## src/rtl/alu_ctrl_pkg.sv

```systemverilog
// Shared types and constants for the sequenced ALU controller.
package alu_ctrl_pkg;

    // Major opcode classes presented by the instruction decoder.
    typedef enum logic [1:0] {
        AOP_NOP   = 2'd0,
        AOP_ARITH = 2'd1,
        AOP_SHIFT = 2'd2,
        AOP_CMP   = 2'd3
    } aluop_e;

    // Function field codes for arithmetic/logic instructions.
    typedef enum logic [2:0] {
        FN_ADD  = 3'd0,
        FN_ADDC = 3'd1,
        FN_SUB  = 3'd2,
        FN_SUBC = 3'd3,
        FN_AND  = 3'd4,
        FN_OR   = 3'd5,
        FN_XOR  = 3'd6,
        FN_MASK = 3'd7
    } fn_arith_e;

    // Function field codes for shift/rotate instructions (only fn[1:0] selects).
    typedef enum logic [2:0] {
        FN_SHL = 3'd0,
        FN_SHR = 3'd1,
        FN_ROL = 3'd2,
        FN_ROR = 3'd3
    } fn_shift_e;

    localparam logic [3:0] CMP_OP = 4'b1100;
    localparam logic [3:0] NOP_OP = 4'b0000;

    // Controller sequencing states.
    typedef enum logic [1:0] {
        ST_IDLE  = 2'd0,
        ST_EXEC  = 2'd1,
        ST_SHIFT = 2'd2
    } state_e;

    // ALU op code for a single shift/rotate step.
    function automatic logic [3:0] shift_op(input logic [1:0] sel);
        return {2'b10, sel};
    endfunction

endpackage

```

## src/rtl/alu_ctrl_seq_step_cnt.sv

```systemverilog
// Shift step down-counter: load, decrement, clear; flags for the last two steps.
module alu_step_cnt #(
    parameter int W = 3
) (
    input  logic         clk,
    input  logic         rst,
    input  logic         load,
    input  logic [W-1:0] load_val,
    input  logic         dec,
    input  logic         clr,
    output logic         last,
    output logic         penult
);

    logic [W-1:0] cnt_r;

    // Step counter register; clear wins over load, load wins over decrement.
    always_ff @(posedge clk or posedge rst) begin
        if (rst) begin
            cnt_r <= {W{1'b0}};
        end else if (clr) begin
            cnt_r <= {W{1'b0}};
        end else if (load) begin
            cnt_r <= load_val;
        end else if (dec) begin
            cnt_r <= cnt_r - W'(1);
        end else begin
            cnt_r <= cnt_r;
        end
    end

    // last marks the final step; penult lets the controller register done one step ahead.
    assign last   = (cnt_r == W'(1));
    assign penult = (cnt_r == W'(2));

endmodule

```

## src/rtl/alu_ctrl_seq.sv

```systemverilog
// Sequenced ALU controller: decodes one instruction per handshake and
// expands multi-bit shifts/rotates into single-bit ALU steps.
module alu_ctrl_seq
    import alu_ctrl_pkg::*;
#(
    parameter int SHAMT_W    = 3,
    parameter bit ILLEGAL_EN = 1'b1
) (
    input  logic               clk,
    input  logic               rst,
    input  logic               in_valid,
    output logic               in_ready,
    input  logic [1:0]         aluop,
    input  logic [2:0]         fn,
    input  logic [SHAMT_W-1:0] shamt,
    input  logic               abort,
    output logic [3:0]         alu_op,
    output logic               ld,
    output logic               busy,
    output logic               done,
    output logic               illegal
);

    state_e     state_r, state_nxt_s;
    logic [3:0] alu_op_r, alu_op_nxt_s;
    logic       ld_r, ld_nxt_s;
    logic       busy_r;
    logic       done_r, done_nxt_s;
    logic       illegal_r, illegal_nxt_s;
    logic       in_ready_s;
    logic       cnt_load_s, cnt_dec_s, cnt_clr_s;
    logic       cnt_last_s, cnt_penult_s;

    assign in_ready_s = (state_r == ST_IDLE) && !abort;

    alu_step_cnt #(
        .W (SHAMT_W)
    ) u_step_cnt (
        .clk      (clk),
        .rst      (rst),
        .load     (cnt_load_s),
        .load_val (shamt),
        .dec      (cnt_dec_s),
        .clr      (cnt_clr_s),
        .last     (cnt_last_s),
        .penult   (cnt_penult_s)
    );

    // State register.
    always_ff @(posedge clk or posedge rst) begin
        if (rst) begin
            state_r <= ST_IDLE;
        end else begin
            state_r <= state_nxt_s;
        end
    end

    // Next-state, decode and next-output logic; everything defaults to an idle, cleared cycle.
    always_comb begin
        state_nxt_s   = state_r;
        alu_op_nxt_s  = NOP_OP;
        ld_nxt_s      = 1'b0;
        done_nxt_s    = 1'b0;
        illegal_nxt_s = 1'b0;
        cnt_load_s    = 1'b0;
        cnt_dec_s     = 1'b0;
        cnt_clr_s     = 1'b0;
        case (state_r)
            ST_IDLE: begin
                if (in_valid && in_ready_s) begin
                    case (aluop_e'(aluop))
                        AOP_NOP: begin
                            state_nxt_s = ST_EXEC;
                            done_nxt_s  = 1'b1;
                        end
                        AOP_ARITH: begin
                            state_nxt_s  = ST_EXEC;
                            alu_op_nxt_s = {1'b0, fn};
                            ld_nxt_s     = 1'b1;
                            done_nxt_s   = 1'b1;
                        end
                        AOP_CMP: begin
                            state_nxt_s  = ST_EXEC;
                            alu_op_nxt_s = CMP_OP;
                            done_nxt_s   = 1'b1;
                        end
                        AOP_SHIFT: begin
                            if (ILLEGAL_EN && fn[2]) begin
                                state_nxt_s   = ST_EXEC;
                                illegal_nxt_s = 1'b1;
                                done_nxt_s    = 1'b1;
                            end else if (shamt == {SHAMT_W{1'b0}}) begin
                                state_nxt_s  = ST_EXEC;
                                alu_op_nxt_s = shift_op(fn[1:0]);
                                done_nxt_s   = 1'b1;
                            end else begin
                                state_nxt_s  = ST_SHIFT;
                                alu_op_nxt_s = shift_op(fn[1:0]);
                                ld_nxt_s     = 1'b1;
                                done_nxt_s   = (shamt == SHAMT_W'(1));
                                cnt_load_s   = 1'b1;
                            end
                        end
                        default: begin
                            state_nxt_s = ST_IDLE;
                        end
                    endcase
                end else begin
                    state_nxt_s = ST_IDLE;
                end
            end
            ST_EXEC: begin
                state_nxt_s = ST_IDLE;
                cnt_clr_s   = 1'b1;
            end
            ST_SHIFT: begin
                if (abort || cnt_last_s) begin
                    state_nxt_s = ST_IDLE;
                    cnt_clr_s   = 1'b1;
                end else begin
                    // Hold the op and keep loading; done is raised one step early so it lands on cnt==1.
                    state_nxt_s  = ST_SHIFT;
                    alu_op_nxt_s = alu_op_r;
                    ld_nxt_s     = 1'b1;
                    done_nxt_s   = cnt_penult_s;
                    cnt_dec_s    = 1'b1;
                end
            end
            default: begin
                state_nxt_s = ST_IDLE;
                cnt_clr_s   = 1'b1;
            end
        endcase
    end

    // Registered outputs; busy mirrors the state that the next cycle will be in.
    always_ff @(posedge clk or posedge rst) begin
        if (rst) begin
            alu_op_r  <= NOP_OP;
            ld_r      <= 1'b0;
            busy_r    <= 1'b0;
            done_r    <= 1'b0;
            illegal_r <= 1'b0;
        end else begin
            alu_op_r  <= alu_op_nxt_s;
            ld_r      <= ld_nxt_s;
            busy_r    <= (state_nxt_s != ST_IDLE);
            done_r    <= done_nxt_s;
            illegal_r <= illegal_nxt_s;
        end
    end

    assign in_ready = in_ready_s;
    assign alu_op   = alu_op_r;
    assign ld       = ld_r;
    assign busy     = busy_r;
    assign done     = done_r;
    assign illegal  = illegal_r;

endmodule

```

## config.mk

```make
export PLATFORM = sky130hd
export DESIGN_NAME = alu_ctrl_seq
export DESIGN_NICKNAME = d
export VERILOG_FILES = /design/src/rtl/alu_ctrl_pkg.sv /design/src/rtl/alu_ctrl_seq_step_cnt.sv /design/src/rtl/alu_ctrl_seq.sv
export SDC_FILE = /design/constraint.sdc
export NUM_CORES = 1
export LEC_CHECK = 0
export ABC_AREA = 1
export CAP_MARGIN = 30
export CORE_ASPECT_RATIO = 1.1
export CORE_MARGIN = 4
export CORE_UTILIZATION = 55
export CTS_BUF_LIST = sky130_fd_sc_hd__clkbuf_2
export CTS_CLUSTER_SIZE = 14
export DETAILED_ROUTE_END_ITERATION = 16
export DONT_BUFFER_PORTS = 1
export PLACE_DENSITY = 0.7
export SETUP_SLACK_MARGIN = 0.05
export SYNTH_ARGS = -nofsm -noshare
export SYNTH_HDL_FRONTEND = slang
export SYNTH_HIERARCHICAL = 1
export SYNTH_SLANG_ARGS = --single-unit
```

## constraint.sdc

```tcl
create_clock -name clk -period 1.9 [get_ports clk]
set_input_delay 0.38 -clock clk [delete_from_list [all_inputs] [get_ports clk]]
set_output_delay 0.38 -clock clk [all_outputs]
set_load 0.01 [all_outputs]
```

== After elaboration in Yosys (flattened, before gate mapping) ==
Index checks and enable logic that the tools add are counted.
W data, S select, Z words.

* Flip-flop bits (word level): 13
* Output and inout bits: 9
* Logic and storage cells: 62

* $add $sub $neg: 1
* Equality and inequality tests: 8
* Muxes and demuxes: 36
* Reduce and logical (&&, ||, !) cells: 10

{| class="wikitable"
|+ Operator list
! operator !! number
|-
| $mux W1 || 17
|-
| $mux W4 || 3
|-
| $pmux W4 S3 || 1
|-
| $pmux W1 S2 || 5
|-
| $mux W3 || 3
|-
| $mux W2 || 4
|-
| $pmux W2 S2 || 2
|-
| $pmux W4 S2 || 1
|-
| $eq A2 B2 Y1 const B || 3
|-
| $eq A3 B1 Y1 const B || 2
|-
| $logic_not A2 Y1 || 2
|-
| $eq A3 B2 Y1 const B || 1
|-
| $logic_not A3 Y1 || 1
|-
| $reduce_bool A3 Y1 || 1
|-
| $reduce_or A3 Y1 || 1
|-
| $sub A3 B1 Y3 const B || 1
|-
| $eq A2 B1 Y1 const B || 1
|-
| $logic_and A1 B1 Y1 || 2
|-
| $ne A2 B2 Y1 const B || 1
|-
| $reduce_bool A2 Y1 || 1
|-
| $logic_not A1 Y1 || 1
|-
| $logic_or A1 B1 Y1 || 1
|}

== Longest topological paths before layout ==
Gate-level depths: netlist (run 1).

* Word-level depth: 8
* Gate-level depth with buffers: 11
* Mapped depth without buffers: 11

== By module ==
Netlist (run 1), hierarchy kept.

{| class="wikitable"
|+ By module, submodules not included
! module !! times used !! cells each !! area each (um^2)
|-
| alu_ctrl_seq || 1 || 75 || 588.1
|-
| alu_step_cnt || 1 || 37 || 244.0
|}

== Worst setup path before layout (run 1) ==
No wires, ideal clock.

* Kind: input -> register
* From: input aluop[0]
* To: register u_step_cnt.cnt_r[2]
* Setup time: 0.117 ns
* Data arrival time: 1.413 ns
* Setup slack: 0.370 ns
* Stages on the path: 11
* Cell sequence: inv_1 > ha_1 > inv_2 > nor2_2 > o21ai_1 > nor2_1 > inv_2 > nor2_1 > nor2_1 > nand2_1 > nand2_1

* Word-level cells in the longest chain between the ends: 6
* Elaborated cells between the ends (all ways): 7
* Classes of those cells: eq/ne (1); mux (5); reduce/logical (1)

{| class="wikitable"
|+ Ends and longest elaborated chain
! what !! RTL line !! text
|-
| from (decl) || alu_ctrl_seq.sv:13 || <nowiki>input logic [1:0] aluop,</nowiki>
|-
| $eq A2 B2 Y1 (*) || alu_ctrl_seq.sv:71 || <nowiki>case (aluop_e'(aluop))</nowiki>
|-
| $mux W1 (*) || alu_ctrl_seq.sv:71 ||
|-
| $mux W1 (*) || alu_ctrl_seq.sv:70 || <nowiki>if (in_valid && in_ready_s) begin</nowiki>
|-
| $mux W1 (*) || alu_ctrl_seq.sv:68 || <nowiki>case (state_r)</nowiki>
|-
| via cnt_load_s || alu_ctrl_seq.sv:31 || <nowiki>logic cnt_load_s, cnt_dec_s, cnt_clr_s;</nowiki>
|-
| $mux W3 || alu_ctrl_seq_step_cnt.sv:23 || <nowiki>end else if (load) begin</nowiki>
|-
| $mux W3 || alu_ctrl_seq_step_cnt.sv:21 || <nowiki>end else if (clr) begin</nowiki>
|-
| to (signal assigned) || alu_ctrl_seq_step_cnt.sv:20 || <nowiki>cnt_r <= {W{1'b0}};</nowiki>
|-
| to (signal assigned) || alu_ctrl_seq_step_cnt.sv:22 || <nowiki>cnt_r <= {W{1'b0}};</nowiki>
|-
| to (signal assigned) || alu_ctrl_seq_step_cnt.sv:24 || <nowiki>cnt_r <= load_val;</nowiki>
|-
| to (decl) || alu_ctrl_seq_step_cnt.sv:15 || <nowiki>logic [W-1:0] cnt_r;</nowiki>
|}

Mark *: on every way through the listed nets, which the timed path passes. The rest lies on a longest branch.
A chain may end at the register's enable or synchronous reset.

== Worst setup path in the final report (run 1) ==
* From: register u_step_cnt.cnt_r[1]
* To: register u_step_cnt.cnt_r[0]

* Word-level cells in the longest chain between the ends: 5
* Elaborated cells between the ends (all ways): 8
* Classes of those cells: eq/ne (1); mux (5); reduce/logical (2)

{| class="wikitable"
|+ Ends and longest elaborated chain
! what !! RTL line !! text
|-
| $eq A3 B1 Y1 || alu_ctrl_seq_step_cnt.sv:33 || <nowiki>assign last = (cnt_r == W'(1));</nowiki>
|-
| via cnt_last_s || alu_ctrl_seq.sv:32 || <nowiki>logic cnt_last_s, cnt_penult_s;</nowiki>
|-
| $logic_or A1 B1 Y1 || alu_ctrl_seq.sv:117 || <nowiki>if (abort || cnt_last_s) begin</nowiki>
|-
| $mux W1 || alu_ctrl_seq.sv:117 ||
|-
| $mux W1 || alu_ctrl_seq.sv:68 ||
|-
| via cnt_dec_s || alu_ctrl_seq.sv:31 ||
|-
| $reduce_bool A3 Y1 (no source line) || -- ||
|}

The timed path passes the listed nets, and every way through them passes these cells.

==> impl_metrics.json, run 1 <==
{
  "routed_wl_mm": 1.66,
  "grt_antenna_before_repair": 0,
  "critical_path.max_fanout": 7,
  "route.detailed.drc": 0,
  "via_per_inst": 5.07,
  "dieArea_sq_mm": 0.00220,
  "clk_latency_ns": 0.26,
  "hold_path.class": "in -> reg",
  "critPathKind": "reg -> reg",
  "rrSetupSlack_ns": 0.36,
  "relSlewSlack": 0.754,
  "io_pins": 21,
  "synthCells": 112,
  "hold_viol": 0,
  "cp-start-kind": "register",
  "ir_drop_mv": 0.345,
  "pwr_density_cell_mw_per_mm2": 640,
  "fmax_mhz": 648,
  "synth_seq_cells": 13,
  "drt_pass1_iterations": 4,
  "holdWs_ns": 0.287,
  "netlist_top_cells_count": "nand2_1, inv_1, dfrtp_1",
  "drtAntennaViolNets": 0,
  "post-route-cell-area_sq_um": 882,
  "synth_top_cell_by_area": "dfrtp_1",
  "clock_sinks": 13,
  "dp_cells": 128,
  "row_count": 14,
  "worstMarginPinSlew_ns": 0.369,
  "h-tree-depth": 1,
  "drive_gt1_frac": 0.162,
  "grt_pass1_vias": 635,
  "skew_ns": 0.0161,
  "yosys_warnings": 6,
  "period_share": 0.812,
  "vias": 674,
  "grt_use_total": 0.164,
  "clockBufferDepth": 2,
  "netlist_area_sq_um": 832,
  "synth_enable_flop_cells": 0,
  "clkTransAtPathRegs_ns": 0.14,
  "grt_max_degree": 11,
  "grt_pass1_wl_mm": 2.76,
  "final.min_clock_period_ns": 1.54,
  "dieWidth_um": 45.1,
  "seq_area_frac_synth": 0.391,
  "place_congestion": 0.847,
  "rsz0062_at_grt": "no",
  "synth_most_common_cell": "nand2_1",
  "place_area_sq_um": 852,
  "ctsResizeCount": 0,
  "async_flop_share": 1.00,
  "drv_cap": 0,
  "avgRoutedWirePerCell_um": 12.5,
  "yosysUniqueCellTypes": 18,
  "pre_cts_ws_ns": 0.175,
  "cts_tree": "yes",
  "setup-violations-final": 0,
  "core_sq_mm": 0.00140,
  "grt_overflow": 0,
  "dp_hpwl_mm": 1.37,
  "area_growth_pct": 6.02,
  "io_buffer_count": 0,
  "power.total_mw": 0.564,
  "cts_buffers": 3,
  "final_cells": 133,
  "timing.final.ws_setup_ns": 0.357,
  "final_core_util": 0.629,
  "p_leak_nw": 0.520,
  "synth.top_cell.area_share": 0.391,
  "drt_iter0_drc": 27,
  "synth_area_leaders": "dfrtp_1, nand2_1, ha_1",
  "avgSynthCellArea_sq_um": 7.43,
  "tns_ns": 0,
  "clock-root-buffer": "clkbuf_2",
  "die_h_um": 48.8,
  "final_nets": 137,
  "ys.flop_type": "dfrtp_1",
  "start_util": 0.594,
  "outcome": "complete, no violations",
  "diodes": 0,
  "syn-num-nets": 131,
  "drv_slew": 0,
  "crit_path_end_kind": "register",
  "critPathArrivalTime_ns": 1.71,
  "cp.required_ns": 2.07
}
[area by class of cell]
cell class	count	area [sq um]
clock buffer	4	20.0
multi-input combinational	71	400
timing repair buffer	1	10.0
tap	16	20.0
inverter	28	106
fill	136	519
sequential	13	325
[path summary, 6_finish.rpt]
path | end | depth (start not counted) | from
max | u_step_cnt/cnt_r[0]$_DFFE_PP0P_ | 11 | u_step_cnt/cnt_r[1]$_DFFE_PP0P_
min | illegal$_DFF_PP0_ | 2 | fn[2]
min in group asynchronous | u_step_cnt/cnt_r[2]$_DFFE_PP0P_ | 2 | rst
max in group asynchronous | state_r[1]$_DFF_PP0_ | 2 | rst
max reg2reg | u_step_cnt/cnt_r[0]$_DFFE_PP0P_ | 11 | u_step_cnt/cnt_r[1]$_DFFE_PP0P_
min reg2reg | alu_op[1]$_DFFE_PP0N_ | 2 | alu_op[1]$_DFFE_PP0N_
[cell families (layout without fill, tap and decap cells)]
group,count (synthesis),after routing,share of synthesized area
compound gates,11,11,0.0782
fa+ha+maj,7,7,0.105
buf+inv,28,33,0.128
flops,13,13,0.391
simple gates,53,53,0.298
[timing repair]
action,in CTS,in global routing
setup endpoints to repair,0,0
endpoints found under the hold margin,13,0
setup buffers,0,0
hold buffers,1,0
[critical path, stage by stage (launching register included)]
cell,delay [ns]
dfrtp_1,0.41
inv_1,0.10
ha_1,0.16
inv_1,0.04
nor2_1,0.07
nor2_1,0.07
nand2_2,0.11
clkinv_2,0.11
o21ai_1,0.19
inv_1,0.08
nand2_1,0.07
o21ai_2,0.05
[power breakdown]
group          switching [mW]  internal [mW]
Combinational          0.0715         0.0403
Clock                  0.0864         0.0559
Sequential             0.0165          0.294
[sequential cells by signal, summed over array words and instances (netlist names)]
| register | flops |
|---|---|
| alu_op | 4 |
| u_step_cnt/cnt_r | 3 |
| busy | 1 |
| illegal | 1 |
| state_r | 2 |
| done | 1 |
| ld | 1 |
[metal layers]
metal,up-vias,global-route usage,share of wire
li1,348,-,-
met1,297,0.206,0.40
met2,27,0.281,0.51
met3,2,0.0480,0.078
met4,0,0.0146,0.0048
met5,-,0,0
[placed cells by master (no fill, tap or decap), types with 3 or more instances in the layout]
| cell type | n |
|---|---|
| clkbuf_2 | 4 |
| dfrtp_1 | 13 |
| ha_1 | 7 |
| inv_1 | 21 |
| inv_2 | 6 |
| nand2_1 | 29 |
| nand3_1 | 9 |
| nor2_1 | 8 |
| o21ai_0 | 3 |
| o21ai_1 | 5 |
No activity file was read; power rests on OpenSTA's default activity.
==> inputs of run 2 (changes only) <==
Settings changed: PLACE_DENSITY 0.7 to 0.73.
Clock period 1.9 ns to 1.3 ns, I/O delays scaled along.
==> run 2 against run 1 <==
Power grew 60%. Sequential power increased by 47%. Largest cell class unchanged. The flow now finishes with violations (negative setup slack). Wire length is 3.3% higher.
==> impl_metrics.json, run 2 (synthesized netlist as in run 1, its figures left out) <==
{
  "drive_gt1_frac": 0.374,
  "grt_overflow": 0,
  "nFillCells": 110,
  "post-route-cell-area_sq_mm": 0.00106,
  "rsz0062_at_grt": "yes",
  "drv_cap": 0,
  "critical_path.max_fanout": 3,
  "clockBufferDepth": 2,
  "clock-root-buffer": "clkbuf_2",
  "swShare": 0.321,
  "core_sq_mm": 0.00140,
  "largest_register_ffs": 4,
  "final_core_util": 0.754,
  "pre_cts_ws_ns": -0.0363,
  "grt_pass1_wl_mm": 2.76,
  "internal-power_mw": 0.614,
  "drt_iter0_drc": 21,
  "hold_viol": 0,
  "routed_wl_mm": 1.71,
  "worstMarginPinSlew_ns": 0.348,
  "clk_latency_ns": 0.28,
  "h-tree-depth": 1,
  "period_share": 1.08,
  "clkTransAtPathRegs_ns": 0.13,
  "hold_path.class": "in -> reg",
  "pwr-share-comb": 0.256,
  "pwr_density_cell_mw_per_mm2": 856,
  "place_congestion": 0.843,
  "io_pins": 21,
  "use_met3": 0.0480,
  "io_buffer_count": 0,
  "switching_power_mw": 0.290,
  "p_seq_frac": 0.504,
  "fmax_mhz": 715,
  "cp.required_ns": 1.52,
  "row_count": 14,
  "via_per_inst": 4.99,
  "ir_drop_mv": 0.566,
  "dieArea_sq_mm": 0.00220,
  "final_nets": 151,
  "drt_pass1_iterations": 4,
  "cts_buffers": 3,
  "setup-violations-final": 6,
  "cts_tree": "yes",
  "tns_ns": -0.318,
  "met1_usage": 0.201,
  "start_util": 0.594,
  "grt_max_degree": 11,
  "grt_antenna_before_repair": 0,
  "die_h_um": 48.8,
  "avgRoutedWirePerCell_um": 11.6,
  "place_area_sq_um": 971,
  "critPathKind": "reg -> reg",
  "met2_usage": 0.269,
  "final_cell_mix": "nand2_1, inv_1, dfrtp_1, buf_4",
  "top_usage_layer": "met2",
  "clock_sinks": 13,
  "grt_use_total": 0.170,
  "violations": "negative setup slack",
  "dieWidth_um": 45.1,
  "drtAntennaViolNets": 0,
  "crit_path_end_kind": "register",
  "grt_pass1_vias": 687,
  "final_common_cell": "nand2_1",
  "p_leak_nw": 0.592,
  "timing.final.ws_setup_ns": -0.0977,
  "final.min_clock_period_ns": 1.40,
  "outcome": "finished, violations left",
  "area_growth_pct": 26.9,
  "diodes": 0,
  "drv_slew": 0,
  "skew_ns": 0.0104,
  "cp-start-kind": "register",
  "dp_hpwl_mm": 1.42,
  "route.detailed.drc": 0,
  "critPathArrivalTime_ns": 1.61,
  "clkPwrFrac": 0.240,
  "vias": 734,
  "relSlewSlack": 0.768
}
==> run 2: cell types whose count changed in the layout (fill, tap and decap cells not counted), moves of 2 or more <==
cell / change
buf_4: +13
nand2_1: -7
nand2_2: +7
inv_1: -3
inv_2: +3
o21ai_1: -3
o21ai_2: +3
ha_1: -2
ha_4: +2
==> run 2: final timing paths <==
check                                                start                         endpoint  slack (ns)  cells after the start
hold reg to reg                      alu_op[0]$_DFFE_PP0N_            alu_op[0]$_DFFE_PP0N_        0.57                      2
hold / removal                                       fn[2]                illegal$_DFF_PP0_        0.14                      2
setup reg to reg           u_step_cnt/cnt_r[0]$_DFFE_PP0P_  u_step_cnt/cnt_r[1]$_DFFE_PP0P_        -0.1                      8
max in group asynchronous                              rst            alu_op[3]$_DFFE_PP0N_        0.65                      2
min in group asynchronous                              rst  u_step_cnt/cnt_r[1]$_DFFE_PP0P_        0.30                      2
setup / recovery           u_step_cnt/cnt_r[0]$_DFFE_PP0P_  u_step_cnt/cnt_r[1]$_DFFE_PP0P_        -0.1                      8
==> run 2: final cells by class <==
cell class / count / area, sq um / share of cell area
Inverter: 28 / 110 / 0.104
Clock buffer: 4 / 20.0 / 0.0190
Multi-Input combinational cell: 71 / 462 / 0.437
Timing Repair Buffer: 15 / 119 / 0.113
Sequential cell: 13 / 325 / 0.308
Tap cell: 16 / 20.0 / 0.0190
==> run 2: critical path, stage by stage, from the launching register on <==
cell and delay (ns):
dfrtp_1 0.44, ha_4 0.17, inv_2 0.03, nor2_1 0.03, nor2_1 0.16, o21bai_1 0.09
inv_1 0.12, nand3_1 0.14, o21ai_1 0.15
==> run 2: repair_timing <==
item	4_1_cts	5_1_grt
setup buffers	2	2
hold endpoints to repair	13	0
gates resized for setup	9	2
pin swaps	6	2
hold buffers	1	0
setup endpoints to repair	9	12
==> run 2: metrics by stage <==
| stage | power [mW] | hold slack, ns | cells |
|---|---|---|---|
| 2_1_floorplan | 0.601 | 0.0136 | 112 |
| 3_3_place_gp | 0.660 | 0.0371 | 138 |
| 3_5_place_dp | 0.669 | 0.0425 | 138 |
| 4_1_cts | 0.890 | 0.144 | 145 |
| 5_1_grt | 0.953 | 0.140 | 147 |
| 6_report | 0.904 | 0.140 | 147 |
==> run 2: per-layer routing <==
layer | routed length [um] | part of all wire
met3 | 135 | 0.079
met4 | 21 | 0.012
met2 | 901 | 0.53
met1 | 653 | 0.38
met5 | 0 | 0
==> run 2: power by group through the flow <==
stage          clock, mW  combinational, mW  sequential, mW
2_1_floorplan          0              0.141           0.460
3_3_place_gp           0              0.196           0.464
3_5_place_dp           0              0.205           0.464
4_1_cts            0.215              0.219           0.455
5_1_grt            0.237              0.256           0.460
6_report           0.217              0.231           0.455
==> inputs of run 3 (changes only) <==
Settings changed: CORE_MARGIN 4 to 2.
==> run 3 against run 2 <==
The flow still finishes with violations (negative setup slack). Core utilization is 1.2 points higher. Global-route usage is 7.4 points higher. First-iteration DRC count is 24% higher. Power is 0.93% lower. Fmax is 1.3% higher. Die area is 16% lower. Sequential cell count stayed put. Critical path depth is 3 higher. Register-to-register slack better by 0.02 ns. Via count is 3.3% lower. Clock skew is 0.0054 ns lower. Count of clock-buffer cells in the layout stayed put. Critical path type unchanged. Largest cell class unchanged.
==> impl_metrics.json, run 3 (synthesized netlist as in run 1, its figures left out) <==
{
  "cts_buffers": 3,
  "dieWidth_um": 41.1,
  "row_count": 14,
  "drt_pass1_iterations": 4,
  "outcome": "finished, violations left",
  "min_path_cells": 2,
  "holdWs_ns": 0.142,
  "diodes": 0,
  "r2r_start": "u_step_cnt/cnt_r[1]$_DFFE_PP0P_",
  "pre_cts_ws_ns": -0.104,
  "grt_pass1_wl_mm": 3.01,
  "route.detailed.drc": 0,
  "final_common_cell": "nand2_1",
  "die_h_um": 44.8,
  "final_nets": 149,
  "r2r_cells": 11,
  "grt_pass1_vias": 752,
  "violations": "negative setup slack",
  "final.min_clock_period_ns": 1.38,
  "final_core_util": 0.766,
  "dieArea_sq_mm": 0.00184,
  "r2r-end": "u_step_cnt/cnt_r[1]$_DFFE_PP0P_",
  "routed_wl_mm": 1.74,
  "place_congestion": 0.780,
  "largest_register_ffs": 4,
  "drive_gt1_frac": 0.411,
  "drv_slew": 0,
  "io_buffer_count": 0,
  "hold_path.class": "in -> reg",
  "core_sq_mm": 0.00138,
  "power.total_mw": 0.896,
  "tns_ns": -0.200,
  "hold_end": "illegal$_DFF_PP0_",
  "p_leak_nw": 0.601,
  "clock_sinks": 13,
  "critical_path.max_fanout": 3,
  "final_cells": 145,
  "place_area_sq_um": 956,
  "drv_cap": 0,
  "timing.final.ws_setup_ns": -0.0800,
  "io_pins": 21,
  "h-tree-depth": 1,
  "crit_path_end_kind": "register",
  "drtAntennaViolNets": 0,
  "clock-root-buffer": "clkbuf_2",
  "grt_use_total": 0.243,
  "clkTransAtPathRegs_ns": 0.12,
  "rsz0062_at_grt": "yes",
  "holdCritStartpoint": "fn[2]",
  "fmax_mhz": 725,
  "clk_latency_ns": 0.26,
  "grt_overflow": 0,
  "relSlewSlack": 0.758,
  "clockBufferDepth": 2,
  "rrSetupSlack_ns": -0.08,
  "critPathArrivalTime_ns": 1.55,
  "period_share": 1.06,
  "start_util": 0.601,
  "vias": 710,
  "avgRoutedWirePerCell_um": 12.0,
  "drt_iter0_drc": 26,
  "pwr_density_cell_mw_per_mm2": 845,
  "worstMarginPinSlew_ns": 0.362,
  "grt_max_degree": 11,
  "critPathKind": "reg -> reg",
  "cts_tree": "yes",
  "final_cell_mix": "nand2_1, inv_1, dfrtp_1, buf_4, inv_2",
  "dp_hpwl_mm": 1.38,
  "via_per_inst": 4.90,
  "cp.required_ns": 1.47,
  "area_growth_pct": 27.4,
  "grt_antenna_before_repair": 0,
  "skew_ns": 0.00503,
  "dp_cells": 136,
  "setup-violations-final": 3,
  "cp-start-kind": "register",
  "post-route-cell-area_sq_mm": 0.00106,
  "hold_viol": 0,
  "ir_drop_mv": 0.744
}
[run 3: cell types whose count changed in the layout (fill, tap and decap cells not counted), sizes merged]
| cell | change |
|---|---|
| buf | -2 |
[run 3: final cells by class]
type	instances	area [sq um]
Inverter	28	110
Timing Repair Buffer	13	104
Multi-Input combinational cell	71	480
Clock buffer	4	20.0
Fill cell	106	324
Sequential cell	13	325
Tap cell	16	20.0
[run 3: critical path, cell delays in order, from the launching register on]
cell	delay, ns
dfrtp_1	0.41
inv_2	0.07
ha_4	0.12
inv_2	0.03
nor2_2	0.08
nor2_2	0.05
o21bai_1	0.15
inv_1	0.10
o21ai_2	0.08
inv_2	0.07
nand2_2	0.06
o21ai_2	0.05
[run 3: repair_timing]
| item | in CTS | in global routing |
|---|---|---|
| pin swaps | 9 | 5 |
| gates resized for setup | 12 | 7 |
| hold endpoints to repair | 13 | 0 |
| hold buffers | 1 | 0 |
| setup buffers | 4 | 0 |
| gates cloned | 0 | 0 |
| setup endpoints to repair | 12 | 12 |
[run 3: metal layers]
metal	vias up	global-route usage	routed length (um)
met2	20	0.400	920
met3	2	0.0542	102
li1	371	-	-
met4	0	0.100	9
met5	-	0	0
met1	317	0.296	703
[run 3: worst max-delay path by stage]
stage,from,to,cells past startpoint
final,u_step_cnt/cnt_r[1]$_DFFE_PP0P_,u_step_cnt/cnt_r[1]$_DFFE_PP0P_,11
after global routing,u_step_cnt/cnt_r[0]$_DFFE_PP0P_,u_step_cnt/cnt_r[2]$_DFFE_PP0P_,10
after CTS,u_step_cnt/cnt_r[1]$_DFFE_PP0P_,u_step_cnt/cnt_r[0]$_DFFE_PP0P_,11
after detailed placement,u_step_cnt/cnt_r[1]$_DFFE_PP0P_,u_step_cnt/cnt_r[0]$_DFFE_PP0P_,11
after global placement,u_step_cnt/cnt_r[0]$_DFFE_PP0P_,u_step_cnt/cnt_r[1]$_DFFE_PP0P_,8
after floorplan,u_step_cnt/cnt_r[1]$_DFFE_PP0P_,u_step_cnt/cnt_r[0]$_DFFE_PP0P_,11
[run 3: power breakdown]
group	switching [mW]	internal [mW]	leakage [nW]
clock	0.124	0.0816	0.0166
combinational	0.133	0.101	0.408
sequential	0.0265	0.429	0.177
